[src/rtl/y_pc_ctrl_pkg.sv]
// ctrl_pkg: shared constants for the multi-cycle PC/control sequencer.
//   - RV32 opcode values recognised by the decoder
//   - ALU operation codes driven on op
//   - FSM state encoding (plain constants so the encoding stays fixed)
//   - instruction class enum used between y_decode and y_pc_ctrl
package ctrl_pkg;

  localparam logic [6:0] OPC_R      = 7'h33;
  localparam logic [6:0] OPC_I      = 7'h13;
  localparam logic [6:0] OPC_LOAD   = 7'h03;
  localparam logic [6:0] OPC_STORE  = 7'h23;
  localparam logic [6:0] OPC_BRANCH = 7'h63;
  localparam logic [6:0] OPC_JAL    = 7'h6F;

  localparam logic [2:0] ALU_AND = 3'b000;
  localparam logic [2:0] ALU_OR  = 3'b001;
  localparam logic [2:0] ALU_ADD = 3'b010;
  localparam logic [2:0] ALU_SUB = 3'b110;
  localparam logic [2:0] ALU_SLT = 3'b111;

  localparam logic [2:0] S_IDLE   = 3'd0;
  localparam logic [2:0] S_FETCH  = 3'd1;
  localparam logic [2:0] S_DECODE = 3'd2;
  localparam logic [2:0] S_EXEC   = 3'd3;
  localparam logic [2:0] S_MEM    = 3'd4;
  localparam logic [2:0] S_WB     = 3'd5;
  localparam logic [2:0] S_HALT   = 3'd6;

  typedef enum logic [2:0] {
    CLS_ALU    = 3'd0,
    CLS_LOAD   = 3'd1,
    CLS_STORE  = 3'd2,
    CLS_BRANCH = 3'd3,
    CLS_JAL    = 3'd4
  } ins_class_t;

endpackage

[src/rtl/y_pc_ctrl_if.sv]
// y_pc_ctrl_if: bundle between the control sequencer and the datapath
// (yIF/yID/yEX/data memory).
//   master : the sequencer -- receives start/ins/imm/zero/mem_ready,
//            drives pc, datapath controls, op, halted, illegal, retired.
//   slave  : the datapath side, directions reversed.
interface y_pc_ctrl_if;
  logic        start;
  logic [31:0] ins;
  logic [31:0] imm;
  logic        zero;
  logic        mem_ready;
  logic [31:0] pc;
  logic        RegWrite;
  logic        ALUSrc;
  logic        MemRead;
  logic        MemWrite;
  logic        Mem2Reg;
  logic [2:0]  op;
  logic        halted;
  logic        illegal;
  logic [15:0] retired;

  modport master (
    input  start, ins, imm, zero, mem_ready,
    output pc, RegWrite, ALUSrc, MemRead, MemWrite, Mem2Reg, op,
           halted, illegal, retired
  );

  modport slave (
    output start, ins, imm, zero, mem_ready,
    input  pc, RegWrite, ALUSrc, MemRead, MemWrite, Mem2Reg, op,
           halted, illegal, retired
  );
endinterface

[src/rtl/y_pc_ctrl_decode.sv]
// y_decode: purely combinational instruction decoder.
//   i_ir        : latched instruction word
//   o_alu_src   : 1 selects immediate as ALU operand B
//   o_mem2reg   : 1 selects memory data for register write-back
//   o_op        : ALU operation code
//   o_cls       : instruction class steering the FSM
//   o_illegal   : opcode or funct3/funct7 combination not supported
module y_decode
  import ctrl_pkg::*;
(
  input  logic [31:0] i_ir,
  output logic        o_alu_src,
  output logic        o_mem2reg,
  output logic [2:0]  o_op,
  output ins_class_t  o_cls,
  output logic        o_illegal
);

  logic [6:0] w_opcode;
  logic [2:0] w_funct3;
  logic [6:0] w_funct7;
  logic       w_unused_fields;

  assign w_opcode = i_ir[6:0];
  assign w_funct3 = i_ir[14:12];
  assign w_funct7 = i_ir[31:25];
  // Register/immediate fields are consumed by the datapath, not here.
  assign w_unused_fields = ^{i_ir[24:15], i_ir[11:7]};

  always_comb begin
    o_alu_src = 1'b0;
    o_mem2reg = 1'b0;
    o_op      = ALU_ADD;
    o_cls     = CLS_ALU;
    o_illegal = 1'b0;
    case (w_opcode)
      OPC_R: begin
        case ({w_funct7, w_funct3})
          {7'h00, 3'b000}: o_op = ALU_ADD;
          {7'h20, 3'b000}: o_op = ALU_SUB;
          {7'h00, 3'b111}: o_op = ALU_AND;
          {7'h00, 3'b110}: o_op = ALU_OR;
          {7'h00, 3'b010}: o_op = ALU_SLT;
          default:         o_illegal = 1'b1;
        endcase
      end
      OPC_I: begin
        o_alu_src = 1'b1;
        if (w_funct3 != 3'b000) o_illegal = 1'b1;
      end
      OPC_LOAD: begin
        o_alu_src = 1'b1;
        o_mem2reg = 1'b1;
        o_cls     = CLS_LOAD;
      end
      OPC_STORE: begin
        o_alu_src = 1'b1;
        o_cls     = CLS_STORE;
      end
      OPC_BRANCH: begin
        o_op  = ALU_SUB;
        o_cls = CLS_BRANCH;
      end
      OPC_JAL: o_cls = CLS_JAL;
      default: o_illegal = 1'b1;
    endcase
  end

endmodule

[src/rtl/y_pc_ctrl.sv]
// y_pc_ctrl: multi-cycle control sequencer (IDLE/FETCH/DECODE/EXEC/MEM/WB/HALT).
//   clk, reset : single clock, asynchronous active-high reset
//   bus        : y_pc_ctrl_if.master -- start/ins/imm/zero/mem_ready in;
//                pc, RegWrite/ALUSrc/MemRead/MemWrite/Mem2Reg, op,
//                halted, illegal, retired out
// Holds the FSM, pc, instruction register and retired-instruction counter;
// decode is delegated to y_decode.
module y_pc_ctrl
  import ctrl_pkg::*;
#(
  parameter logic [31:0] ENTRY_PC = 32'h28
) (
  input  logic        clk,
  input  logic        reset,
  y_pc_ctrl_if.master bus
);

  logic [2:0]  r_state;
  logic [31:0] r_pc;
  logic [31:0] r_ir;
  logic [15:0] r_retired;
  logic        r_illegal;

  logic [2:0]  w_state_next;
  logic        w_final;
  logic        w_take;
  logic        w_active;
  logic [31:0] w_pc_next;
  logic        w_dec_alu_src;
  logic        w_dec_mem2reg;
  logic [2:0]  w_dec_op;
  ins_class_t  w_cls;
  logic        w_dec_illegal;

  y_decode u_decode (
    .i_ir      (r_ir),
    .o_alu_src (w_dec_alu_src),
    .o_mem2reg (w_dec_mem2reg),
    .o_op      (w_dec_op),
    .o_cls     (w_cls),
    .o_illegal (w_dec_illegal)
  );

  // w_final marks the last cycle of an instruction: pc and retired update
  // on that edge and the FSM returns to FETCH.
  always_comb begin
    w_state_next = r_state;
    w_final      = 1'b0;
    case (r_state)
      S_IDLE:   if (bus.start) w_state_next = S_FETCH;
      S_FETCH:  w_state_next = S_DECODE;
      S_DECODE: w_state_next = w_dec_illegal ? S_HALT : S_EXEC;
      S_EXEC: begin
        case (w_cls)
          CLS_LOAD, CLS_STORE:  w_state_next = S_MEM;
          CLS_BRANCH, CLS_JAL:  w_final = 1'b1;
          default:              w_state_next = S_WB;
        endcase
      end
      S_MEM: begin
        if (bus.mem_ready) begin
          if (w_cls == CLS_LOAD) w_state_next = S_WB;
          else                   w_final = 1'b1;
        end
      end
      S_WB:   w_final = 1'b1;
      S_HALT: w_state_next = S_HALT;
      default: w_state_next = S_IDLE;
    endcase
    if (w_final) w_state_next = S_FETCH;
  end

  // Branch/jal finish in EXEC, so zero is sampled on the EXEC edge.
  assign w_take    = (w_cls == CLS_JAL) || ((w_cls == CLS_BRANCH) && bus.zero);
  assign w_pc_next = r_pc + (w_take ? bus.imm : 32'd4);

  always_ff @(posedge clk or posedge reset) begin
    if (reset) begin
      r_state   <= S_IDLE;
      r_pc      <= ENTRY_PC;
      r_ir      <= '0;
      r_retired <= '0;
      r_illegal <= 1'b0;
    end else begin
      r_state <= w_state_next;
      if (r_state == S_FETCH) r_ir <= bus.ins;
      if ((r_state == S_DECODE) && w_dec_illegal) r_illegal <= 1'b1;
      if (w_final) begin
        r_pc <= w_pc_next;
        if (r_retired != '1) r_retired <= r_retired + 16'd1;
      end
    end
  end

  // Decoded controls are exposed only while an instruction is in flight,
  // so they stay constant from DECODE to the final state and read as
  // reset values in IDLE/FETCH/HALT.
  assign w_active = (r_state == S_DECODE) || (r_state == S_EXEC) ||
                    (r_state == S_MEM)    || (r_state == S_WB);

  assign bus.pc       = r_pc;
  assign bus.ALUSrc   = w_active & w_dec_alu_src;
  assign bus.Mem2Reg  = w_active & w_dec_mem2reg;
  assign bus.op       = w_active ? w_dec_op : ALU_ADD;
  assign bus.RegWrite = (r_state == S_WB);
  assign bus.MemRead  = (r_state == S_MEM) && (w_cls == CLS_LOAD);
  assign bus.MemWrite = (r_state == S_MEM) && (w_cls == CLS_STORE);
  assign bus.halted   = (r_state == S_HALT);
  assign bus.illegal  = r_illegal;
  assign bus.retired  = r_retired;

endmodule

[src/flat_wrapper.sv]
// flat-port wrapper written by rule: the top's interface ports become plain ports
module y_pc_ctrl_flat import ctrl_pkg::*;
#(
  parameter logic [31:0] ENTRY_PC = 32'h28
)
  (clk, reset, bus_start, bus_ins, bus_imm, bus_zero, bus_mem_ready, bus_pc, bus_RegWrite, bus_ALUSrc, bus_MemRead, bus_MemWrite, bus_Mem2Reg, bus_op, bus_halted, bus_illegal, bus_retired);
  y_pc_ctrl_if bus_i ();
  input  logic clk;
  input  logic reset;
  input wire logic [$bits(bus_i.start)-1:0] bus_start;
  input wire logic [$bits(bus_i.ins)-1:0] bus_ins;
  input wire logic [$bits(bus_i.imm)-1:0] bus_imm;
  input wire logic [$bits(bus_i.zero)-1:0] bus_zero;
  input wire logic [$bits(bus_i.mem_ready)-1:0] bus_mem_ready;
  output wire logic [$bits(bus_i.pc)-1:0] bus_pc;
  output wire logic [$bits(bus_i.RegWrite)-1:0] bus_RegWrite;
  output wire logic [$bits(bus_i.ALUSrc)-1:0] bus_ALUSrc;
  output wire logic [$bits(bus_i.MemRead)-1:0] bus_MemRead;
  output wire logic [$bits(bus_i.MemWrite)-1:0] bus_MemWrite;
  output wire logic [$bits(bus_i.Mem2Reg)-1:0] bus_Mem2Reg;
  output wire logic [$bits(bus_i.op)-1:0] bus_op;
  output wire logic [$bits(bus_i.halted)-1:0] bus_halted;
  output wire logic [$bits(bus_i.illegal)-1:0] bus_illegal;
  output wire logic [$bits(bus_i.retired)-1:0] bus_retired;
  assign bus_i.start = bus_start;
  assign bus_i.ins = bus_ins;
  assign bus_i.imm = bus_imm;
  assign bus_i.zero = bus_zero;
  assign bus_i.mem_ready = bus_mem_ready;
  assign bus_pc = bus_i.pc;
  assign bus_RegWrite = bus_i.RegWrite;
  assign bus_ALUSrc = bus_i.ALUSrc;
  assign bus_MemRead = bus_i.MemRead;
  assign bus_MemWrite = bus_i.MemWrite;
  assign bus_Mem2Reg = bus_i.Mem2Reg;
  assign bus_op = bus_i.op;
  assign bus_halted = bus_i.halted;
  assign bus_illegal = bus_i.illegal;
  assign bus_retired = bus_i.retired;
  y_pc_ctrl #(.ENTRY_PC(ENTRY_PC)) u_core (.clk(clk), .reset(reset), .bus(bus_i));
endmodule
[config.mk]
export PLATFORM = sky130hd
export DESIGN_NAME = y_pc_ctrl_flat
export DESIGN_NICKNAME = d
export VERILOG_FILES = /design/src/rtl/y_pc_ctrl_pkg.sv /design/src/rtl/y_pc_ctrl_if.sv /design/src/rtl/y_pc_ctrl_decode.sv /design/src/rtl/y_pc_ctrl.sv /design/src/flat_wrapper.sv
export SDC_FILE = /design/constraint.sdc
export NUM_CORES = 1
export LEC_CHECK = 0
export BUFFER_PORTS_ARGS = -buffer_cell sky130_fd_sc_hd__buf_2
export CORE_MARGIN = 1
export CORE_UTILIZATION = 28
export CTS_BUF_LIST = sky130_fd_sc_hd__clkbuf_8
export CTS_CLUSTER_SIZE = 16
export DETAILED_ROUTE_END_ITERATION = 12
export PLACE_DENSITY_LB_ADDON = 0.15
export SLEW_MARGIN = 25
export SYNTH_ARGS = -nofsm -noshare
export SYNTH_HDL_FRONTEND = slang
export SYNTH_SLANG_ARGS = --single-unit
[constraint.sdc]
create_clock -name clk -period 3.8 [get_ports clk]
set_input_delay 0.38 -clock clk [delete_from_list [all_inputs] [get_ports clk]]
set_output_delay 0.38 -clock clk [all_outputs]
set_load 0.01 [all_outputs]
=== Word-level counts from Yosys, hierarchy flattened ===
Cells that the tools add are included.

* Logic and storage cells: 74
* Output and inout port bits: 58
* Input port bits: 69
* Register bits: 84

* Equal/unequal tests: 26
* Reduce and logical (&&, ||, !) cells: 18
* Bitwise gates (word level): 2
* Add/sub/neg operators: 2
* Multiplexer cells: 21

{| class="wikitable"
|+ Operators by type and width
! operator !! count
|-
| $add A32 B32 Y32 || 1
|-
| $mux W32 || 1
|-
| $pmux W3 S4 || 2
|-
| $pmux W3 S7 || 1
|-
| $eq A10 B3 Y1 const B || 2
|-
| $mux W3 || 6
|-
| $add A16 B1 Y16 const B || 1
|-
| $ne A16 B16 Y1 const B || 1
|-
| $eq A7 B6 Y1 const B || 2
|-
| $eq A7 B7 Y1 const B || 2
|-
| $eq A3 B2 Y1 const B || 4
|-
| $eq A3 B3 Y1 const B || 4
|-
| $ne A3 B2 Y1 const B || 4
|-
| $pmux W3 S2 || 2
|-
| $eq A10 B2 Y1 const B || 1
|-
| $eq A10 B9 Y1 const B || 1
|-
| $logic_not A10 Y1 || 1
|-
| $eq A7 B2 Y1 const B || 1
|-
| $eq A7 B5 Y1 const B || 1
|-
| $mux W1 || 7
|-
| $eq A3 B1 Y1 const B || 2
|-
| $pmux W1 S3 || 2
|-
| $reduce_and A5 Y1 || 1
|-
| $reduce_or A5 Y1 || 1
|-
| other kinds (10) || 18
|}

=== Logic depth before layout (Yosys ltp) ===
Gate-level depths: netlist of the first run.

* Depth after elaboration: 8
* Gate-level depth with buffers: 15
* Gate-level depth less buffers: 14

=== By module ===
A second synthesis of the first run with hierarchy kept.

* Cell total of the unflattened synthesis: 564
* Area, all modules: 5410.2 µm²

{| class="wikitable"
|+ By module, submodules not included
! module !! area each (µm²) !! times used !! sequential area each (µm²) !! cells each
|-
| y_pc_ctrl || 5187.5 || 1 || 2104.5 || 532
|-
| y_decode || 222.7 || 1 || 0.0 || 32
|}

=== Least setup slack after synthesis of the first run ===
OpenSTA, ideal clock, no wires.

* Kind: register to register
* From: register u_core.r_ir[4]
* To: register u_core.r_pc[31], in the netlist u_core.bus.pc[31]
* Setup slack: 0.207 ns
* Cell stages (with the launch flop): 15
* Arrival: 3.514 ns
* Clock period less this slack: 3.593 ns
* Data required time: 3.721 ns
* Path buffers: 2
* Library setup time: 0.079 ns
* Path through: dfrtp_1 clkbuf_1 or3_1 a21oi_1 clkbuf_1 and2_1 ha_1 a211oi_1 nor2_1 o211a_1 o21ai_0 o31a_1 a41oi_1 a211oi_1 xor2_1

* Longest elaborated chain between the ends: 7
* Elaborated cells on any way between the ends: 17
* Those cells by class: 1 x add/sub; 7 x eq/ne; 6 x mux; 3 x reduce/logical

{| class="wikitable"
|+ Ends and longest elaborated chain
! item !! RTL line !! RTL
|-
| start: declaration || y_pc_ctrl.sv:20 || <nowiki>logic [31:0] r_ir;</nowiki>
|-
| start signal: assignment || y_pc_ctrl.sv:86 || <nowiki>if (r_state == S_FETCH) r_ir <= bus.ins;</nowiki>
|-
| $eq A7 B7 Y1, or another cell as far along || y_pc_ctrl_decode.sv:36 || <nowiki>case (w_opcode)</nowiki>
|-
| $pmux W3 S4 (*) || y_pc_ctrl_decode.sv:36 ||
|-
| $eq A3 B2 Y1 || y_pc_ctrl.sv:54, y_pc_ctrl.sv:74 ||
|-
| $logic_and A1 B1 Y1 || y_pc_ctrl.sv:74 || <nowiki>assign w_take = (w_cls == CLS_JAL) || ((w_cls == CLS_BRANCH) && bus.zero);</nowiki>
|-
| $logic_or A1 B1 Y1 || y_pc_ctrl.sv:74 ||
|-
| $mux W32 || y_pc_ctrl.sv:75 || <nowiki>assign w_pc_next = r_pc + (w_take ? bus.imm : 32'd4);</nowiki>
|-
| $add A32 B32 Y32 || y_pc_ctrl.sv:75 ||
|-
| end signal: assignment || y_pc_ctrl.sv:89 || <nowiki>r_pc <= w_pc_next;</nowiki>
|-
| end: declaration || y_pc_ctrl.sv:19 || <nowiki>logic [31:0] r_pc;</nowiki>
|}

Every way passes the cells marked *; elsewhere a longest branch is shown, timed or not.
A chain may end at the register's enable or synchronous reset.

=== Final worst setup path of the first run ===
* From: register u_core.r_ir[0]
* To: register u_core.r_pc[30], in the netlist u_core.bus.pc[30]

The elaborated chain is that of the path after synthesis.

==> metrics.csv, run 1 <==
stage,metric,value,unit
placement,dpl.hpwl,9990,um
power,cellPowerDensity,587,nW/um^2
timing,finClkSkew,0.0119,ns
final_layout,mostFrequentLayoutCells,"111 x buf_2, 67 x dfrtp_1, 57 x nand2_1",
yosys,netlist_area,4940,um^2
worst_setup_path,cpPeakStageDelay,0.42,ns
yosys,yosysSeqAreaShare,0.350,
power,ir_drop,0.000271,V
final_layout,nNetsFinal,786,
timing,worst_hold_slack,0.179,ns
detailed_routing,drt_iter0_markers,200,
yosys,ys_warn_count,0,
worst_setup_path,cp_top_family,compound AO/OA/AOI/OAI gates,
power,leakage,2.87,nW
worst_setup_path,critPathBufInv,1,
worst_setup_path,cp-start-kind,flip-flop,
timing,timing.slew.headroom,0.424,
detailed_routing,vias,4450,
floorplan,die_h,135,um
yosys,syn_avg_cell_area,8.80,um^2
placement,gp_congestion,0.822,
cts,root_buffer,clkbuf_8,
cts,cts_tree,done,
worst_setup_path,cp_data_required_time,4.05,ns
floorplan,core,17200,um^2
worst_setup_path,crit_path_cell_trace,nand2_1 -> or3_1 -> a21oi_4 -> buf_4 -> and2_1 -> ha_1 -> fa_2 -> a21oi_1 -> o211ai_1 -> o211ai_1 -> a211o_1 -> a311o_1 -> nand2_1 -> a41oi_1 -> and3_1,
placement,port_buffers,111,
cts,hold_buffers,0,
yosys,synthFlopType,dfrtp_1,
yosys,synth_seq_cells,69,
timing,tns,0,ns
power,finalPower,3.56,mW
global_routing,grt_overflow,0,
detailed_routing,drt-total-wl,13200,um
cts,clk_latency,0.37,ns
cts,clockBufferDepth,2,
worst_setup_path,end_kind,flip-flop,
worst_setup_path,criticalPathCategory,reg2reg,
floorplan,ios,127,
floorplan,initial_core_util,0.286,
yosys,ys_async_sr_fraction,1.00,
global_routing,grtUsageTotal,0.152,
cts,clock-sinks,69,
cts,clk_pin_slew,0.09,ns
yosys,synth_cell_types,57,
final_layout,syn_to_final_growth,23.0,%
detailed_routing,routedWlPerCell,14.5,um
timing,min_period_over_period,0.941,
power,p_sw,1.50,mW
cts,htreeDepth,3,
power,clkPwrFrac,0.179,
global_routing,grt_pass1_wl,21800,um
worst_setup_path,arrival,3.82,ns
global_routing,antenna_found_initial,1,
yosys,postSynthCellCount,561,
final_layout,final_common_cell,buf_2,
timing,setup_viol,0,
timing,rsz0062_at_grt,false,
timing,fmax,280,MHz
power,swShare,0.420,
global_routing,grt_pass1_vias,4376,
detailed_routing,remaining_drc_errors,0,
worst_hold_path,min_path_type,in2async,
floorplan,rows,48,
yosys,synth_edf_count,0,
detailed_routing,drt_pass1_iterations,4,
final_layout,layout-drive-gt1-share,0.275,
cts,numCtsBuffers,9,
status,status,"finished, final reports clean",
timing,slew_violations,0,
timing,fin_crit,3.58,ns
power,combinationalPowerShare,0.479,
detailed_routing,vias_per_cell,4.87,
final_layout,num_antenna_cells,0,
detailed_routing,ant_nets,0,
power,power.internal,2.07,mW
worst_setup_path,crit_slowest_cell,or3_1,
floorplan,die_area,18200,um^2
timing,finalHoldViolCount,0,
floorplan,die_x,135,um
power,share_seq_of_total_power,0.342,
timing,worst_pin_slew,0.863,ns
global_routing,grt_max_degree,38,
yosys,syn_nets,663,
run,drv_cap,0,
worst_setup_path,cp_max_fo,5,
[final cells by class]
cell class	instances	area [um^2]
well taps	225	282
inverters	13	48.8
fillers	1802	11200
repair buffers	136	747
clock buffers	11	151
clock inverters	4	47.5
multi-input cells	455	3070
flip-flops and latches	69	1730
[routing by layer]
| layer | up-vias | track usage | share of wire |
|---|---|---|---|
| li1 | 2254 | - | - |
| met1 | 2083 | 0.188 | 0.47 |
| met2 | 95 | 0.257 | 0.46 |
| met3 | 16 | 0.0345 | 0.053 |
| met4 | 2 | 0.0568 | 0.018 |
| met5 | - | 0 | 0.00060 |
[power by group through the flow]
stage / Sequential, mW / Clock (mW) / Combinational [mW]
after global placement: 1.22 / 0 / 1.68
after CTS: 1.22 / 0.665 / 1.71
final: 1.22 / 0.638 / 1.71
after floorplan: 1.23 / 0 / 1.18
after detailed placement: 1.23 / 0 / 1.70
after global routing: 1.26 / 0.696 / 1.92
[stage by stage]
stage | cell area (um^2) | std cells | setup slack (ns) | utilization
floorplan | 4940 | 561 | 0.207 | -
global placement | 5830 | 895 | 0.198 | 0.338
detailed placement | 5830 | 895 | 0.188 | 0.338
CTS | 6030 | 910 | 0.143 | 0.350
global route | 6070 | 913 | 0.00633 | 0.352
finish | 6070 | 913 | 0.225 | 0.352
[cell usage after synthesis, drive strengths merged (6+ instances only)]
master / n / area share
nand4: 11 / 0.014
a21o: 22 / 0.033
dfrtp: 67 / 0.34
clkbuf: 18 / 0.014
or3: 8 / 0.012
nor3: 12 / 0.012
o211ai: 6 / 0.0091
a21oi: 47 / 0.048
and2: 35 / 0.044
nor2: 50 / 0.039
buf: 6 / 0.0091
a31oi: 7 / 0.012
ha: 32 / 0.081
mux2: 18 / 0.041
xor2: 13 / 0.023
o21ai: 36 / 0.037
xnor2: 27 / 0.048
a41oi: 6 / 0.011
nand3: 12 / 0.012
nand2: 57 / 0.043
nand2b: 6 / 0.0076
inv: 13 / 0.0099
a211oi: 8 / 0.012
[worst paths after layout]
| kind | start | to | slack (ns) | cells past startpoint |
|---|---|---|---|---|
| max | u_core.r_ir[0]$_DFFE_PP0N_ | u_core.bus.pc[30]$_DFFE_PP0P_ | 0.22 | 15 |
| min | reset | u_core.bus.pc[4]$_DFFE_PP0P_ | 0.18 | 2 |
| max reg2reg | u_core.r_ir[0]$_DFFE_PP0N_ | u_core.bus.pc[30]$_DFFE_PP0P_ | 0.22 | 15 |
| min reg2reg | u_core.bus.illegal$_DFFE_PP0P_ | u_core.bus.illegal$_DFFE_PP0P_ | 0.47 | 1 |
| max in group asynchronous | reset | u_core.bus.retired[10]$_DFFE_PP0P_ | 2.64 | 3 |
| min in group clk | bus_ins[0] | u_core.r_ir[0]$_DFFE_PP0N_ | 0.24 | 2 |
[what timing repair did]
item	CTS	global route
buffers inserted	0	3
endpoints found under the setup margin	0	10
resized for setup	0	4
endpoints found under the hold margin	0	0
[registers in the layout, indices dropped and copies added (netlist names)]
name and count:
u_core.bus.illegal 1, u_core.bus.pc 32, u_core.bus.retired 16, u_core.r_ir 17, u_core.r_state 3
[kinds of logic (layout without fill, tap and decap cells)]
group	after synthesis	after routing	share of synthesized area
multiplexers	21	21	0.0471
XOR/XNOR	40	40	0.0710
AO/OA/AOI/OAI	154	154	0.208
AND/OR/NAND/NOR	207	207	0.206
adder cells (fa/ha/maj)	33	33	0.0851
buffers and inverters	37	164	0.0329
flip-flops	69	69	0.350
Power figures use the tool's default switching activity.
==> inputs of run 2 (changes only) <==
--- a/config.mk
+++ b/config.mk
@@ -5,8 +5,9 @@
 export SDC_FILE = /design/constraint.sdc
 export NUM_CORES = 1
 export LEC_CHECK = 0
+export ABC_CLOCK_PERIOD_IN_PS = 3800
 export BUFFER_PORTS_ARGS = -buffer_cell sky130_fd_sc_hd__buf_2
-export CORE_MARGIN = 1
+export CORE_MARGIN = 2
 export CORE_UTILIZATION = 28
 export CTS_BUF_LIST = sky130_fd_sc_hd__clkbuf_8
 export CTS_CLUSTER_SIZE = 16
==> metrics.csv, run 2 (synthesized netlist as in run 1, its figures left out) <==
stage,metric,value,unit,change
status,status,"finished, final reports clean",,
final_layout,syn_to_final_growth,23.6,%,
detailed_routing,drt_pass1_iterations,4,,unchanged
worst_setup_path,arrival,3.80,ns,-0.02 ns
floorplan,initial_core_util,0.285,,-0.000995
placement,gp_congestion,0.811,,-1.4%
final_layout,largest_reg_flops,32,,unchanged
timing,worst_pin_slew,0.824,ns,-0.0392 ns
floorplan,ios,127,,unchanged
worst_setup_path,criticalPathCategory,reg2reg,,
timing,setup_viol,0,,unchanged
power,combinationalPowerShare,0.467,,-0.012
floorplan,die_h,137,um,+1.5%
cts,htreeDepth,3,,unchanged
global_routing,antenna_found_initial,2,,+1
cts,hold_buffers,0,,unchanged
placement,place_inst,895,,unchanged
cts,clk_pin_slew,0.08,ns,about the same
final_layout,layoutNonFillerInstCount,912,,-0.11%
global_routing,grt_pass1_wl,22200,um,+1.7%
detailed_routing,drt_iter0_markers,186,,-7.0%
worst_setup_path,cp_max_fo,19,,+14
power,p_sw,1.51,mW,+0.74%
floorplan,rows,48,,unchanged
detailed_routing,vias,4460,,+0.22%
placement,dpl.hpwl,10200,um,+2.0%
worst_hold_path,min_path_type,in2async,,
timing,fin_crit,3.51,ns,-0.0699 ns
worst_setup_path,end_kind,flip-flop,,
timing,finalHoldViolCount,0,,unchanged
cts,root_buffer,clkbuf_8,,
power,leakage,2.88,nW,+0.47%
power,clkPwrFrac,0.199,,+0.020
global_routing,grt_overflow,0,,unchanged
global_routing,grt_max_degree,44,,+16%
timing,rsz0062_at_grt,false,,
global_routing,grt_pass1_vias,4488,,+2.6%
cts,clk_latency,0.37,ns,about the same
detailed_routing,vias_per_cell,4.89,,+0.33%
power,share_seq_of_total_power,0.334,,-0.008
worst_setup_path,cp-start-kind,flip-flop,,
power,cellPowerDensity,597,nW/um^2,+1.7%
timing,timing.slew.headroom,0.450,,+0.0263
final_layout,mostFrequentLayoutCells,"111 x buf_2, 67 x dfrtp_1, 57 x nand2_1",,
final_layout,final_common_cell,buf_2,,
cts,cts_tree,done,,
floorplan,core,17300,um^2,+0.35%
worst_setup_path,reg2reg_depth,16,,+1
cts,numCtsBuffers,9,,unchanged
detailed_routing,drt-total-wl,13400,um,+1.6%
final_layout,num_antenna_cells,0,,unchanged
cts,clock-sinks,69,,unchanged
timing,min_period_over_period,0.922,,-0.0184
floorplan,die_x,137,um,+1.5%
cts,clockBufferDepth,2,,unchanged
power,swShare,0.414,,-0.00583
timing,worst_hold_slack,0.134,ns,-0.0453 ns
global_routing,grtUsageTotal,0.150,,-0.00153
timing,tns,0,ns,unchanged
worst_setup_path,cp_data_required_time,4.09,ns,+0.04 ns
timing,fmax,285,MHz,+2.0%
timing,finClkSkew,0.00922,ns,-0.00264 ns
floorplan,die_area,18700,um^2,+3.0%
power,power.internal,2.13,mW,+3.2%
detailed_routing,ant_nets,0,,unchanged
power,ir_drop,0.000269,V,-0.82%
run,drv_cap,0,,unchanged
detailed_routing,remaining_drc_errors,0,,unchanged
final_layout,nNetsFinal,784,,-0.25%
timing,slew_violations,0,,unchanged
final_layout,layout-drive-gt1-share,0.274,,-0.00106
detailed_routing,routedWlPerCell,14.7,um,+1.7%
placement,port_buffers,111,,unchanged
==> run 2: cell type report <==
type,count,area (um^2)
Sequential cell,69,1730
Clock buffer,11,151
Fill cell,1846,11200
Timing Repair Buffer,134,741
Inverter,13,50.0
Multi-Input combinational cell,455,3070
Tap cell,225,282
Clock inverter,5,82.6
==> run 2: per-layer routing <==
layer / routed length [um] / track usage / vias to the layer above / share of wire
li1: - / - / 2251 / -
met3: 714 / 0.0381 / 18 / 0.053
met1: 6360 / 0.192 / 2097 / 0.47
met5: 27 / 0 / - / 0.0020
met4: 229 / 0.0556 / 4 / 0.017
met2: 6120 / 0.246 / 90 / 0.46
==> run 2: path summary, 6_finish.rpt <==
path / slack [ns] / from / to
worst max-delay path: 0.29 / u_core.r_ir[6]$_DFFE_PP0N_ / u_core.bus.pc[31]$_DFFE_PP0P_
worst min-delay path: 0.13 / reset / u_core.r_ir[3]$_DFFE_PP0N_
worst max register to register: 0.29 / u_core.r_ir[6]$_DFFE_PP0N_ / u_core.bus.pc[31]$_DFFE_PP0P_
worst min register to register: 0.47 / u_core.bus.pc[31]$_DFFE_PP0P_ / u_core.bus.pc[31]$_DFFE_PP0P_
max in group asynchronous: 2.80 / reset / u_core.r_state[0]$_DFFE_PP0P_
min in group clk: 0.24 / bus_ins[14] / u_core.r_ir[14]$_DFFE_PP0N_
==> run 2: critical path, stage by stage (launching register included) <==
cell and delay (ns):
dfrtp_1 0.39, nand2_1 0.07, or3_1 0.38, a21oi_4 0.24, buf_12 0.18, and2_1 0.13, ha_1 0.24, buf_4 0.15
o211ai_1 0.10, nor2_1 0.09, o211a_1 0.23, o21ai_0 0.17, buf_4 0.18, o31a_1 0.23, a41oi_1 0.15, a211oi_1 0.29
xor2_1 0.18
==> run 2: metrics by stage <==
step | utilization | setup WS [ns] | power [mW] | area, um^2
finish | 0.353 | 0.295 | 3.64 | 6100
global route | 0.353 | 0.0336 | 3.96 | 6100
detailed placement | 0.338 | 0.164 | 2.94 | 5850
floorplan | - | 0.207 | 2.41 | 4940
CTS | 0.352 | 0.122 | 3.69 | 6080
global placement | 0.338 | 0.186 | 2.91 | 5850
==> run 2: what timing repair did <==
item,CTS,global route
setup buffers,0,1
setup endpoints to repair,0,6
resized for setup,0,3
==> run 2: power by group through the flow <==
| stage | Clock (mW) | Sequential, mW | Combinational [mW] |
|---|---|---|---|
| floorplan | 0 | 1.23 | 1.18 |
| global placement | 0 | 1.22 | 1.69 |
| finish | 0.725 | 1.22 | 1.70 |
| detailed placement | 0 | 1.23 | 1.71 |
| global route | 0.787 | 1.26 | 1.92 |
| CTS | 0.755 | 1.22 | 1.72 |
==> inputs of run 3 (changes only) <==
--- a/config.mk
+++ b/config.mk
@@ -5,10 +5,10 @@
 export SDC_FILE = /design/constraint.sdc
 export NUM_CORES = 1
 export LEC_CHECK = 0
-export ABC_CLOCK_PERIOD_IN_PS = 3800
+export ABC_CLOCK_PERIOD_IN_PS = 4370
 export BUFFER_PORTS_ARGS = -buffer_cell sky130_fd_sc_hd__buf_2
 export CORE_MARGIN = 2
-export CORE_UTILIZATION = 28
+export CORE_UTILIZATION = 45
 export CTS_BUF_LIST = sky130_fd_sc_hd__clkbuf_8
 export CTS_CLUSTER_SIZE = 16
 export DETAILED_ROUTE_END_ITERATION = 12
==> constraint.sdc (replaced) <==
create_clock -name clk -period 4.37 [get_ports clk]
set_input_delay 0.437 -clock clk [delete_from_list [all_inputs] [get_ports clk]]
set_output_delay 0.437 -clock clk [all_outputs]
set_load 0.01 [all_outputs]
==> metrics.csv, run 3 (synthesized netlist as in run 1, its figures left out) <==
stage,metric,value,unit,change
floorplan,core,10800,um^2,-38%
timing,finalHoldViolCount,0,,unchanged
status,status,"finished, final reports clean",,
floorplan,initial_core_util,0.457,,+0.172
timing,slew_violations,0,,unchanged
floorplan,die_h,109,um,-21%
detailed_routing,remaining_drc_errors,0,,unchanged
cts,clk_pin_slew,0.08,ns,about the same
worst_setup_path,r2r_end,u_core.bus.pc[29]$_DFFE_PP0P_,,
final_layout,layout-drive-gt1-share,0.250,,-0.0240
detailed_routing,drt_pass1_iterations,5,,+1
timing,setup_viol,0,,unchanged
cts,clockBufferDepth,2,,unchanged
cts,root_buffer,clkbuf_8,,
timing,rsz0062_at_grt,false,,
floorplan,die_area,11800,um^2,-37%
power,leakage,2.79,nW,-3.2%
floorplan,rows,38,,-21%
final_layout,final_common_cell,buf_2,,
global_routing,grt_pass1_vias,4201,,-6.4%
run,drv_cap,0,,unchanged
worst_setup_path,arrival,3.88,ns,+0.08 ns
cts,clk_latency,0.34,ns,-0.03 ns
detailed_routing,routedWlPerCell,14.2,um,-4.0%
placement,port_buffers,111,,unchanged
worst_hold_path,min_path_type,in2async,,
final_layout,mostFrequentLayoutCells,"111 x buf_2, 67 x dfrtp_1, 57 x nand2_1",,
timing,timing.slew.headroom,0.363,,-0.0872
timing,worst_pin_slew,0.955,ns,+0.132 ns
timing,min_period_over_period,0.844,,-0.0780
worst_setup_path,cp_data_required_time,4.56,ns,+0.47 ns
floorplan,ios,127,,unchanged
cts,htreeDepth,3,,unchanged
global_routing,grt_pass1_wl,19000,um,-14%
timing,tns,0,ns,unchanged
cts,cts_tree,done,,
detailed_routing,vias_per_cell,5.41,,+11%
cts,cts_setup_buffers,0,,unchanged
power,cellPowerDensity,513,nW/um^2,-14%
global_routing,grtUsageTotal,0.201,,+0.0506
cts,post_cts_resized,0,,unchanged
placement,gp_congestion,0.852,,+5.0%
final_layout,largest_reg_flops,32,,unchanged
timing,fmax,271,MHz,-5.0%
cts,hold_buffers,0,,unchanged
final_layout,syn_to_final_growth,17.8,%,
worst_setup_path,cp-start-kind,flip-flop,,
worst_setup_path,cp_max_fo,19,,unchanged
cts,clock-sinks,69,,unchanged
timing,fin_crit,3.69,ns,+0.185 ns
global_routing,antenna_found_initial,2,,unchanged
worst_setup_path,criticalPathCategory,reg2reg,,
detailed_routing,ant_nets,0,,unchanged
cts,numCtsBuffers,9,,unchanged
timing,finClkSkew,0.0139,ns,+0.00469 ns
floorplan,die_x,109,um,-21%
placement,dpl.hpwl,8790,um,-14%
detailed_routing,drt_iter0_markers,190,,+2.2%
power,ir_drop,0.000297,V,+11%
global_routing,grt_overflow,0,,unchanged
detailed_routing,vias,4373,,-2.0%
worst_setup_path,end_kind,flip-flop,,
worst_setup_path,r2r-start,u_core.r_ir[4]$_DFFE_PP0N_,,
global_routing,grt_max_degree,39,,-11%
power,finalPower,2.98,mW,-18%
detailed_routing,drt-total-wl,11500,um,-15%
worst_setup_path,ff2ff_setup_slack,0.68,ns,+0.39 ns
final_layout,num_antenna_cells,0,,unchanged
worst_setup_path,reg2reg_depth,13,,-3
final_layout,nNetsFinal,768,,-2.0%
-- run 3: changes by cell type in the layout (fill, tap and decap cells not counted) --
cell | before | now
buf_4 | 22 | 7
nor2_2 | 2 | 1
a21oi_4 | 1 | 0
a21oi_1 | 45 | 46
buf_12 | 1 | 0
clkinv_2 | 2 | 0
nor2_1 | 48 | 49
clkinv_4 | 2 | 0
bufinv_16 | 2 | 1
inv_2 | 0 | 1
clkbuf_8 | 11 | 12
inv_1 | 12 | 13
-- run 3: worst max path at each step --
stage / from / endpoint / slack (ns) / cells after the start
detailed placement: u_core.r_ir[4]$_DFFE_PP0N_ / u_core.bus.pc[29]$_DFFE_PP0P_ / 0.67 / 13
finish: u_core.r_ir[4]$_DFFE_PP0N_ / u_core.bus.pc[29]$_DFFE_PP0P_ / 0.68 / 13
floorplan: u_core.r_ir[4]$_DFFE_PP0N_ / u_core.bus.pc[31]$_DFFE_PP0P_ / 0.78 / 14
global route: u_core.r_ir[4]$_DFFE_PP0N_ / u_core.bus.pc[29]$_DFFE_PP0P_ / 0.32 / 13
CTS: u_core.r_ir[4]$_DFFE_PP0N_ / u_core.bus.pc[29]$_DFFE_PP0P_ / 0.61 / 13
global placement: u_core.r_ir[4]$_DFFE_PP0N_ / u_core.bus.pc[29]$_DFFE_PP0P_ / 0.70 / 13
-- run 3: stage by stage --
| stage | hold WS, ns | utilization | instance area [um^2] | cells | worst slack (ns) |
|---|---|---|---|---|---|
| after global routing | 0.323 | 0.539 | 5810 | 809 | 0.325 |
| after detailed placement | 0.456 | 0.520 | 5620 | 795 | 0.671 |
| after global placement | 0.442 | 0.520 | 5620 | 795 | 0.703 |
| final | 0.272 | 0.539 | 5810 | 809 | 0.680 |
| after CTS | 0.298 | 0.539 | 5810 | 809 | 0.610 |
| after floorplan | 0.481 | - | 4940 | 561 | 0.777 |
-- run 3: report_power, final --
group	switching, mW	leakage (nW)	internal (mW)
sequential	0.219	0.815	0.856
combinational	0.769	1.87	0.593
clock	0.240	0.106	0.303
-- run 3: metal layers --
metal | global-route usage | vias up | part of all wire
li1 | - | 2220 | -
met5 | 0 | - | 0.0011
met3 | 0.0484 | 13 | 0.058
met4 | 0.0696 | 2 | 0.015
met1 | 0.253 | 2037 | 0.45
met2 | 0.337 | 101 | 0.47
-- run 3: critical path, cell delays in order (launching register included) --
cell and delay (ns):
dfrtp_1 0.49, or3_1 0.45, a21oi_2 0.16, buf_4 0.23, and2_1 0.16, ha_1 0.27
a21oi_1 0.28, o21ai_0 0.21, a41oi_1 0.23, o21ai_0 0.21, a211oi_1 0.42, o21ai_0 0.20
xnor2_1 0.15, o21ai_0 0.08
-- run 3: area by class of cell --
cell class	instances	area (um^2)
Clock buffer	12	165
Timing Repair Buffer	118	608
Inverter	13	48.8
Fill cell	1017	4980
Sequential cell	69	1730
Multi-Input combinational cell	455	3050
Tap cell	140	175
Clock inverter	2	33.8
